[src/rtl/fetch_unit_pkg.sv]
// Shared types and constants for the instruction fetch unit and its buffer.
package fetch_unit_pkg;

  typedef enum logic {
    RUN    = 1'b0,
    HALTED = 1'b1
  } fetch_state_e;

  localparam logic [6:0]  OPCODE_SYSTEM = 7'b1110011;
  localparam logic [31:0] INSTR_BYTES   = 32'd4;
  localparam int          FIFO_ENTRY_W  = 64;

endpackage

[src/rtl/fetch_fifo.sv]
// Two-entry instruction buffer holding {pc, instr}; clear has priority over push/pop.
module fetch_fifo
  import fetch_unit_pkg::*;
(
  input  logic                    clk,
  input  logic                    rst,
  input  logic                    push,
  input  logic [FIFO_ENTRY_W-1:0] push_data,
  input  logic                    pop,
  input  logic                    clear,
  output logic [FIFO_ENTRY_W-1:0] head,
  output logic [1:0]              count
);

  logic [FIFO_ENTRY_W-1:0] entries [2];
  logic                    wr_ptr;
  logic                    rd_ptr;
  logic                    pop_ok;
  logic                    push_ok;

  assign pop_ok  = pop && (count != 2'd0);
  // A push into a full buffer is only legal when the head leaves in the same cycle.
  assign push_ok = push && ((count != 2'd2) || pop_ok);
  assign head    = entries[rd_ptr];

  always_ff @(posedge clk or posedge rst) begin
    if (rst) begin
      entries[0] <= '0;
      entries[1] <= '0;
      wr_ptr     <= 1'b0;
      rd_ptr     <= 1'b0;
      count      <= 2'd0;
    end else if (clear) begin
      wr_ptr <= 1'b0;
      rd_ptr <= 1'b0;
      count  <= 2'd0;
    end else begin
      if (push_ok) begin
        entries[wr_ptr] <= push_data;
        wr_ptr          <= ~wr_ptr;
      end
      if (pop_ok) begin
        rd_ptr <= ~rd_ptr;
      end
      count <= count + {1'b0, push_ok} - {1'b0, pop_ok};
    end
  end

endmodule

[src/rtl/fetch_unit.sv]
// Instruction fetch unit: issues sequential fetches to a 1-cycle memory, buffers
// responses in a 2-entry FIFO, and supports redirect and halt on SYSTEM opcodes.
module fetch_unit
  import fetch_unit_pkg::*;
#(
  parameter logic [31:0] RESET_PC   = 32'h0000_0000,
  parameter int          FIFO_DEPTH = 2
) (
  input  logic        clk,
  input  logic        rst,
  output logic [31:0] read_address,
  input  logic [31:0] read_data,
  output logic        instr_valid,
  input  logic        instr_ready,
  output logic [31:0] instr,
  output logic [31:0] instr_pc,
  input  logic        redirect,
  input  logic [31:0] redirect_pc,
  output logic        halted
);

  fetch_state_e            state;
  logic [31:0]             pc;
  logic [31:0]             req_pc_q;
  logic                    req_q;
  logic [1:0]              fifo_count;
  logic [FIFO_ENTRY_W-1:0] head;
  logic                    pop;
  logic                    halt_take;
  logic                    flush;
  logic                    issue;
  logic [2:0]              occupancy;
  logic [31:0]             redirect_target;

  assign read_address    = pc;
  assign instr_valid     = (fifo_count != 2'd0);
  assign {instr_pc, instr} = head;
  assign halted          = (state == HALTED);
  assign pop             = instr_valid && instr_ready;
  assign redirect_target = redirect_pc & 32'hFFFF_FFFC;

  // Redirect outranks halt; both drop buffered words and the in-flight response.
  assign halt_take = (state == RUN) && pop && (instr[6:0] == OPCODE_SYSTEM) && !redirect;
  assign flush     = redirect || halt_take;

  // Buffered plus in-flight words after this cycle's pop must leave room for one more.
  assign occupancy = {1'b0, fifo_count} + {2'b00, req_q} - {2'b00, pop};
  assign issue     = (state == RUN) && (occupancy < 3'(FIFO_DEPTH));

  always_ff @(posedge clk or posedge rst) begin
    if (rst) begin
      state    <= RUN;
      pc       <= RESET_PC;
      req_q    <= 1'b0;
      req_pc_q <= '0;
    end else if (redirect) begin
      state <= RUN;
      pc    <= redirect_target;
      req_q <= 1'b0;
    end else if (halt_take) begin
      state <= HALTED;
      req_q <= 1'b0;
    end else if (issue) begin
      req_q    <= 1'b1;
      req_pc_q <= pc;
      pc       <= pc + INSTR_BYTES;
    end else begin
      req_q <= 1'b0;
    end
  end

  fetch_fifo u_fifo (
    .clk       (clk),
    .rst       (rst),
    .push      (req_q),
    .push_data ({req_pc_q, read_data}),
    .pop       (pop),
    .clear     (flush),
    .head      (head),
    .count     (fifo_count)
  );

endmodule
[config.mk]
export PLATFORM = sky130hd
export DESIGN_NAME = fetch_unit
export DESIGN_NICKNAME = d
export VERILOG_FILES = /design/src/rtl/fetch_unit_pkg.sv /design/src/rtl/fetch_fifo.sv /design/src/rtl/fetch_unit.sv
export SDC_FILE = /design/constraint.sdc
export NUM_CORES = 1
export LEC_CHECK = 0
export BUFFER_PORTS_ARGS = -buffer_cell sky130_fd_sc_hd__buf_2
export CORE_MARGIN = 2
export CORE_UTILIZATION = 35
export DETAILED_ROUTE_END_ITERATION = 7
export HOLD_SLACK_MARGIN = 0.02
export PLACE_DENSITY = 0.56
export SETUP_SLACK_MARGIN = 0.15
export SYNTH_ARGS = -nofsm -noshare
export SYNTH_HDL_FRONTEND = slang
export SYNTH_SLANG_ARGS = --single-unit
[constraint.sdc]
create_clock -name clk -period 6.7 [get_ports clk]
set_clock_uncertainty 0.05 [all_clocks]
set_input_delay 0 -clock clk [delete_from_list [all_inputs] [get_ports clk]]
set_output_delay 0 -clock clk [all_outputs]
set_load 0.05 [all_outputs]
# == After elaboration in Yosys (flattened, before gate mapping) ==
# Cells that the tools add are included.
# word_totals
ff_bits,198
latch_bits,0
mem_bits_rw,0
romBits,0
in_bits,68
elab_cells,67
n_memories,0
# op_classes
addsub,5
n_mul,0
n_div,0
order_cmp,4
eq_ne,3
shifts,0
muxes,19
n_bitwise,8
reduce_logical,19
# ops
operator,n
$mux W64,4
$bwmux W128,1
$mux W32,3
$demux W64 S1,1
$add A32 B3 Y32 const B,1
$reduce_bool A2 Y1,5
$mux W1,9
$logic_and A1 B1 Y1,8
$eq A7 B7 Y1 const B,1
$not A1 Y1,6
$ge A2 B2 Y1 const B,2
$ne A2 B2 Y1 const B,2
$not A1 Y2,2
$reduce_and A2 Y1,2
$add A2 B1 Y3,1
$lt A3 B2 Y1 const B,1
$reduce_and A3 Y1,1
$sub A3 B1 Y3,1
$add A2 B1 Y2,1
$logic_or A1 B1 Y1,2
$lt A2 B1 Y1 const B,1
$mux W2,1
$sub A2 B1 Y2,1
$logic_not A1 Y1,1

# == Longest topological paths before layout ==
# Gate-level depths: netlist of run 1.
# depth
ltp_word,10
ltp_mapped,11
mapped_depth_nobuf,9

# == Cells and area by module ==
# Synthesis of run 1 repeated with hierarchy kept, for this count alone.
# hier_totals
hier_cells,662
hier_area_um2,9111.2
# modules_own_cells
mod,n_inst,cells_each,area_per_inst_um2,seq_area_each_um2
fetch_fifo,1,364,5973.2,3303.2
fetch_unit,1,298,3138.0,1551.5

# == Least setup slack after synthesis of run 1 ==
# Ideal clock, no wire load.
# synth_path
path_kind,register -> register
from,register u_fifo.count[1]
to,register req_pc_q[14]
setup_ns,0.125
t_arrival_ns,2.968
required_ns,6.525
path_slack_ns,3.557
stages_incl_launch_ff,12
n_path_buf,2
path_cell_list,dfrtp_1 -> o21a_1 -> ha_1 -> nand2b_1 -> fa_1 -> nor2b_1 -> nand2_1 -> a21oi_2 -> and2_1 -> clkbuf_1 -> buf_2 -> mux2_2
# synth_between
elab_chain_cells,7
# synth_lines
element,line,source
"start, declared",fetch_fifo.sv:12,output logic [1:0] count
"start signal, assigned",fetch_fifo.sv:45,"count <= count + {1'b0, push_ok} - {1'b0, pop_ok};"
"parallel branches: the longest is 6 deep, another holds $add A2 B1 Y3",-,
$reduce_and A3 Y1 (no source line) (*),-,
"end signal, assigned",fetch_unit.sv:65,req_pc_q <= pc;
"end, declared",fetch_unit.sv:24,logic [31:0] req_pc_q;
# Mark *: on every way between the ends.
# A chain may end at the register's enable or synchronous reset.

# == Worst setup path after layout of run 1 ==
# layout_path
from,register u_fifo.rd_ptr
to,register u_fifo.entries[40] in the netlist's numbering
# layout_between
elab_chain_cells,10
# layout_lines
element,line,source
"start, declared",fetch_fifo.sv:17,logic rd_ptr;
"start signal, assigned",fetch_fifo.sv:43,rd_ptr <= ~rd_ptr;
$not A1 Y2 (not written as such),fetch_fifo.sv:24,assign head = entries[rd_ptr];
$mux W64 (not written as such) (3 in series),fetch_fifo.sv:24,
$eq A7 B7 Y1,fetch_unit.sv:43,assign halt_take = (state == RUN) && pop && (instr[6:0] == OPCODE_SYSTEM) && !redirect;
$logic_and A1 B1 Y1 (2 in series),fetch_unit.sv:43,
$logic_or A1 B1 Y1,fetch_unit.sv:44,assign flush = redirect || halt_take;
$not A1 Y1 (no source line),-,
$reduce_and A2 Y1 (no source line),-,
"end signal, assigned by index",fetch_fifo.sv:39,entries[wr_ptr] <= push_data;
"end, declared",fetch_fifo.sv:15,logic [FIFO_ENTRY_W-1:0] entries [2];
# No other way between the ends. The select of a mux whose other input is x is not followed.

==> qor.csv, run 1 <==
stage;metric;value;unit
detailed_routing;post-DR vias/cell;4.82;
sta;Setup-failing EPs final;0;
grt;first-pass GRT wire length;34200;µm
synth;largest cells by area after synthesis;dfrtp_1, mux2_2, mux2_4;
worst_setup_path;CP Max Fanout;66;
power_and_ir_drop;PnR Total Power;5.84;mW
place;IO buf count;159;
worst_setup_path;Worst EP arrival;4230;ps
clock_network;CTS tree;built;
place;gpl congestion;0.722;
synth;post-synthesis sequential area ratio;51.7;%
clock_network;PostCTS Resize Cnt;0;
worst_setup_path;CP Capture Type;register;
detailed_routing;WL met1;10500;µm
sta;TNS Setup;0;ps
sta;min Tclk post-route;3970;ps
finish;most frequent cells in the layout;dfrtp_1, buf_2, mux2_2;
synth;syn avg cell area;13.8;µm²
detailed_routing;DR WL met3;916;µm
finish;most common cell after layout, fill and taps aside;dfrtp_1;
finish;Fillers;2360;
finish;share of layout cells above drive strength 1;48.4;%
sta;Final Cycle Share;59.2;%
floorplan;core area;25900;µm²
worst_setup_path;Critical Path, Cell by Cell;nand4b_1, a21boi_4, buf_4, a31o_4, or2_4, buf_4, mux2_4;
clock_network;cts hold-fix bufs;64;
synth;Synth top area share;51.7;%
finish;# diodes;0;
clock_network;clk sinks;190;
synth;predominant post-synthesis flop cell;dfrtp_1;
power_and_ir_drop;Max rail drop VDD;0.312;mV
power_and_ir_drop;cell area power density;511;nW/µm²
clock_network;clock latency at the later pin of the worst-skew pair;430;ps
clock_network;Max Root-Sink Buffers;2;
sta;Min Hold Slack;189;ps
detailed_routing;WL per Instance;17.3;µm
detailed_routing;met2 wire len;9510;µm
synth;post-synthesis cell count;666;
synth;yosys warns;0;
status;status;complete, no violations;
synth;Post-synth EDFFs;0;
synth;post-synth top area cell;dfrtp_1;
grt;number of global-route vias before repair;6035;
min_path;worst hold path class;input pin to register;
finish;Layout area overhead;24.4;%
sta;Slew Viols, Final;0;
synth;flop and latch count out of synthesis;190;
grt;largest net degree at the start of global routing;116;
sta;RSZ-0062 raised after global routing;false;
worst_setup_path;critical path's top delay family;simple AND/OR/NAND/NOR gates;
detailed_routing;DR vias;5896;
worst_setup_path;crit path kind;register to register;
floorplan;FP Rows;59;
sta;Fmax;252;MHz
clock_network;CTS root buf;clkbuf_16;
detailed_routing;1st-iter DRT viols;267;
sta;max_slew headroom;27.7;%
synth;Async SR Flop Fraction;100;%
finish;Final nets;949;
worst_setup_path;Buf+Inv Stages, Crit Path;2;
worst_setup_path;most used cell, CP;buf_4;
clock_network;CTS Buf Count;17;
synth;Yosys cell types;58;
floorplan;I/O pin count;166;
detailed_routing;drt drc;0;
detailed_routing;number of detailed-route iterations in the first pass;4;
place;Detail Placement HPWL;13500;µm
floorplan;die area;27600;µm²
clock_network;htree depth;4;
grt;global route overflow;0;
clock_network;clock slew at reported path FFs;70;ps
clock_network;post-CTS setup buffers;0;
detailed_routing;Max Used Layer;met4;
detailed_routing;final wirelength;21200;µm
worst_setup_path;Slowest-stage cell, CP;dfrtp_4;
floorplan;die height;166;µm
detailed_routing;final antenna-violating net count;0;
synth;Mapped Area;9190;µm²
worst_setup_path;critical path launch point type;register;
sta;worst slew pin tran;1090;ps
sta;final hold violations;0;
power_and_ir_drop;P_leak;5.26;nW
floorplan;DIE WIDTH;166;µm
worst_setup_path;largest stage delay on the critical path;1110;ps
grt;initial antenna violation count;0;
run;max_cap viols;0;
worst_setup_path;Critical Path RT;6970;ps
grt;All-Layer GR Usage;15.5;%
floorplan;starting density of the core;35.5;%
[routing by layer]
layer / global-route usage, % / vias to the layer above
met1: 22.0 / 2938
met5: 0 / -
li1: - / 2811
met4: 3.97 / 0
met3: 3.67 / 16
met2: 24.1 / 131
[cell families after synthesis]
family,after synthesis,synth area share [%]
XOR/XNOR,20,1.99
AND/OR/NAND/NOR,108,6.28
buffers and inverters,57,4.04
adder cells (fa/ha/maj),5,0.763
AO/OA/AOI/OAI,62,5.37
flip-flops,190,51.7
multiplexers,223,29.8
other,1,0.0408
[flip-flops by register name (all words and copies together), names as in the netlist]
| signal | cells |
|---|---|
| halted | 1 |
| read_address | 30 |
| req_pc_q | 30 |
| req_q | 1 |
| u_fifo.count | 2 |
| u_fifo.entries | 124 |
| u_fifo.rd_ptr | 1 |
| u_fifo.wr_ptr | 1 |
[cell usage after synthesis, types with 5 or more instances]
library cell	n
nor2b_1	5
buf_2	9
o21ai_0	16
dfrtp_1	190
mux2_1	5
buf_12	6
xor2_1	5
mux2_4	60
mux2_2	155
clkbuf_1	8
nand3_1	22
buf_1	7
xnor2_1	14
nand2_1	26
nand4_1	6
a211oi_1	8
nor2_1	17
a22oi_1	5
inv_1	15
buf_4	11
nor3_1	5
[where the power goes]
| part | internal, mW | switching (mW) |
|---|---|---|
| sequential | 1.65 | 0.377 |
| clock | 0.583 | 0.482 |
| combinational | 1.11 | 1.63 |
| total | 3.34 | 2.49 |
[stage by stage]
stage               utilization [%]  area (µm²)  std cells  worst slack (ps)
CTS                            44.1       11400       1224              2620
floorplan                         -        9200        669              1480
detailed placement             39.3       10200       1128              2640
global route                   44.1       11400       1224              2470
finish                         44.1       11400       1224              2730
global placement               39.3       10200       1128              2670
[final timing paths]
path	depth (start not counted)	to	startpoint	slack (ps)
min in group asynchronous	3	u_fifo.entries[17]	rst	230
worst max-delay path	7	u_fifo.entries[40]	u_fifo.rd_ptr	2730
worst min register to register	1	u_fifo.entries[72]	u_fifo.entries[72]	450
max in group asynchronous	4	u_fifo.rd_ptr	rst	4740
worst max register to register	7	u_fifo.entries[40]	u_fifo.rd_ptr	2730
worst min-delay path	2	halted	redirect	190
[layout make-up]
type                            count  area [µm²]  share of cell area [%]
Clock buffer                       20         457                    4.00
Clock inverter                     12         149                    1.30
Inverter                           15        63.8                   0.558
Multi-Input combinational cell    422        4090                    35.8
Sequential cell                   190        4760                    41.6
Tap cell                          335         419                    3.67
Timing Repair Buffer              230        1490                    13.0
No activity file was read; power rests on OpenSTA's default activity.
==> run 2, diff against run 1 <==
==> constraint.sdc (replaced) <==
create_clock -name clk -period 4.15 [get_ports clk]
set_clock_uncertainty 0.05 [all_clocks]
set_input_delay 0 -clock clk [delete_from_list [all_inputs] [get_ports clk]]
set_output_delay 0 -clock clk [all_outputs]
set_load 0.05 [all_outputs]
==> qor.csv, run 2 (synthesized netlist as in run 1, its figures left out) <==
stage;metric;value;unit
status;status;complete, no violations;
grt;All-Layer GR Usage;15.9;%
sta;max_slew headroom;46.8;%
finish;Layout area overhead;25.2;%
finish;share of layout cells above drive strength 1;48.5;%
finish;max reg flops;124;
worst_setup_path;critical path launch point type;register;
detailed_routing;final wirelength;21500;µm
clock_network;clk sinks;190;
detailed_routing;final antenna-violating net count;0;
grt;global route overflow;0;
grt;first-pass GRT wire length;35200;µm
detailed_routing;post-DR vias/cell;4.84;
clock_network;clock slew at reported path FFs;70;ps
worst_setup_path;Critical Path, Cell by Cell;o21a_1, ha_1, nand2b_1, fa_1, nor2b_1, nand2_1, buf_4, a2111oi_4, a41oi_1, o31a_1;
clock_network;htree depth;4;
detailed_routing;DR vias;5947;
sta;RSZ-0062 raised after global routing;false;
place;Detail Placement HPWL;14100;µm
detailed_routing;drt drc;0;
sta;Final WS setup;401;ps
place;IO buf count;159;
grt;largest net degree at the start of global routing;96;
finish;Top reg by flops;u_fifo.entries;
sta;Fmax;267;MHz
clock_network;CTS root buf;clkbuf_16;
sta;Setup-failing EPs final;0;
power_and_ir_drop;P_leak;5.28;nW
grt;initial antenna violation count;0;
finish;most common cell after layout, fill and taps aside;dfrtp_1;
finish;Fillers;2437;
clock_network;clock latency at the later pin of the worst-skew pair;430;ps
sta;TNS Setup;0;ps
worst_setup_path;Slowest-stage cell, CP;a2111oi_4;
worst_setup_path;CP Capture Type;register;
power_and_ir_drop;cell area power density;816;nW/µm²
clock_network;CTS Buf Count;17;
worst_setup_path;crit path kind;register to register;
clock_network;CTS tree;built;
finish;Final nets;956;
floorplan;core area;25900;µm²
worst_setup_path;Critical Path RT;4420;ps
floorplan;die area;27600;µm²
detailed_routing;1st-iter DRT viols;272;
sta;worst slew pin tran;796;ps
power_and_ir_drop;Max rail drop VDD;0.425;mV
grt;number of global-route vias before repair;6361;
floorplan;die height;166;µm
floorplan;I/O pin count;166;
finish;most frequent cells in the layout;dfrtp_1, buf_2, mux2_2;
sta;Final Cycle Share;90.3;%
worst_setup_path;largest stage delay on the critical path;680;ps
run;max_cap viols;0;
finish;# diodes;0;
floorplan;FP Rows;59;
sta;Slew Viols, Final;0;
sta;final hold violations;0;
detailed_routing;number of detailed-route iterations in the first pass;4;
min_path;worst hold path class;input pin to register;
floorplan;DIE WIDTH;166;µm
clock_network;PostCTS Resize Cnt;0;
sta;min Tclk post-route;3750;ps
worst_setup_path;CP Max Fanout;10;
power_and_ir_drop;PnR Total Power;9.38;mW
worst_setup_path;Worst EP arrival;4020;ps
clock_network;Max Root-Sink Buffers;2;
floorplan;starting density of the core;35.5;%
place;dpl ws;437;ps
detailed_routing;WL per Instance;17.5;µm
place;gpl congestion;0.772;
[run 2: changes by cell type in the layout (fill, tap and decap cells not counted), sizes merged]
cell,previous run,this run
buf,166,173
inv,22,15
clkbuf,20,22
clkinvlp,0,3
[run 2: metrics by stage]
step | util [%] | area (µm²) | hold slack, ps | std cells
6_report | 44.4 | 11500 | 105 | 1229
4_1_cts | 44.4 | 11500 | 80.9 | 1229
3_3_place_gp | 39.7 | 10300 | 144 | 1135
3_5_place_dp | 39.7 | 10300 | 138 | 1135
2_1_floorplan | - | 9200 | 71.0 | 669
5_1_grt | 44.4 | 11500 | 133 | 1229
[run 2: layout make-up]
class	count	area, µm²	area share [%]
flip-flops and latches	190	4760	41.4
multi-input cells	422	4090	35.6
repair buffers	237	1590	13.8
clock buffers	22	474	4.12
well taps	335	419	3.64
clock inverters	8	109	0.946
inverters	15	60.1	0.522
[run 2: worst paths after layout]
check                                            to  cells after the start               start  slack [ps]
worst max-delay path               read_address[27]                     10     u_fifo.count[1]         400
worst min-delay path                         halted                      3            redirect         110
worst max register to register     read_address[27]                     10     u_fifo.count[1]         400
worst min register to register   u_fifo.entries[79]                      1  u_fifo.entries[79]         450
max in group asynchronous        u_fifo.entries[41]                      4                 rst        2840
min in group asynchronous       u_fifo.entries[122]                      3                 rst         200
[run 2: metal layers]
metal	routed length [µm]	GRT usage [%]	up-vias
met1	10200	21.6	2979
met2	9920	25.4	128
met4	185	3.86	0
met3	1180	4.48	12
li1	-	-	2828
met5	0	0	-
[run 2: power by group]
group	internal (mW)	total [mW]	switching, mW
registers	2.66	3.21	0.552
clock network	0.935	1.65	0.715
logic	1.83	4.52	2.69
[run 2: worst max-delay path, delay by kind of cell, from the launching register on]
kind                       cells  cell delay, ps
AOI/OAI and AO/OA              4            1420
buffers and inverters          1             230
adders and majority gates      2             720
DFF                            1             500
and+or+nand+nor                3             710
[run 2: timing repair]
item,CTS,global route
hold endpoints to repair,127,0
setup buffers,0,0
hold buffers,64,0
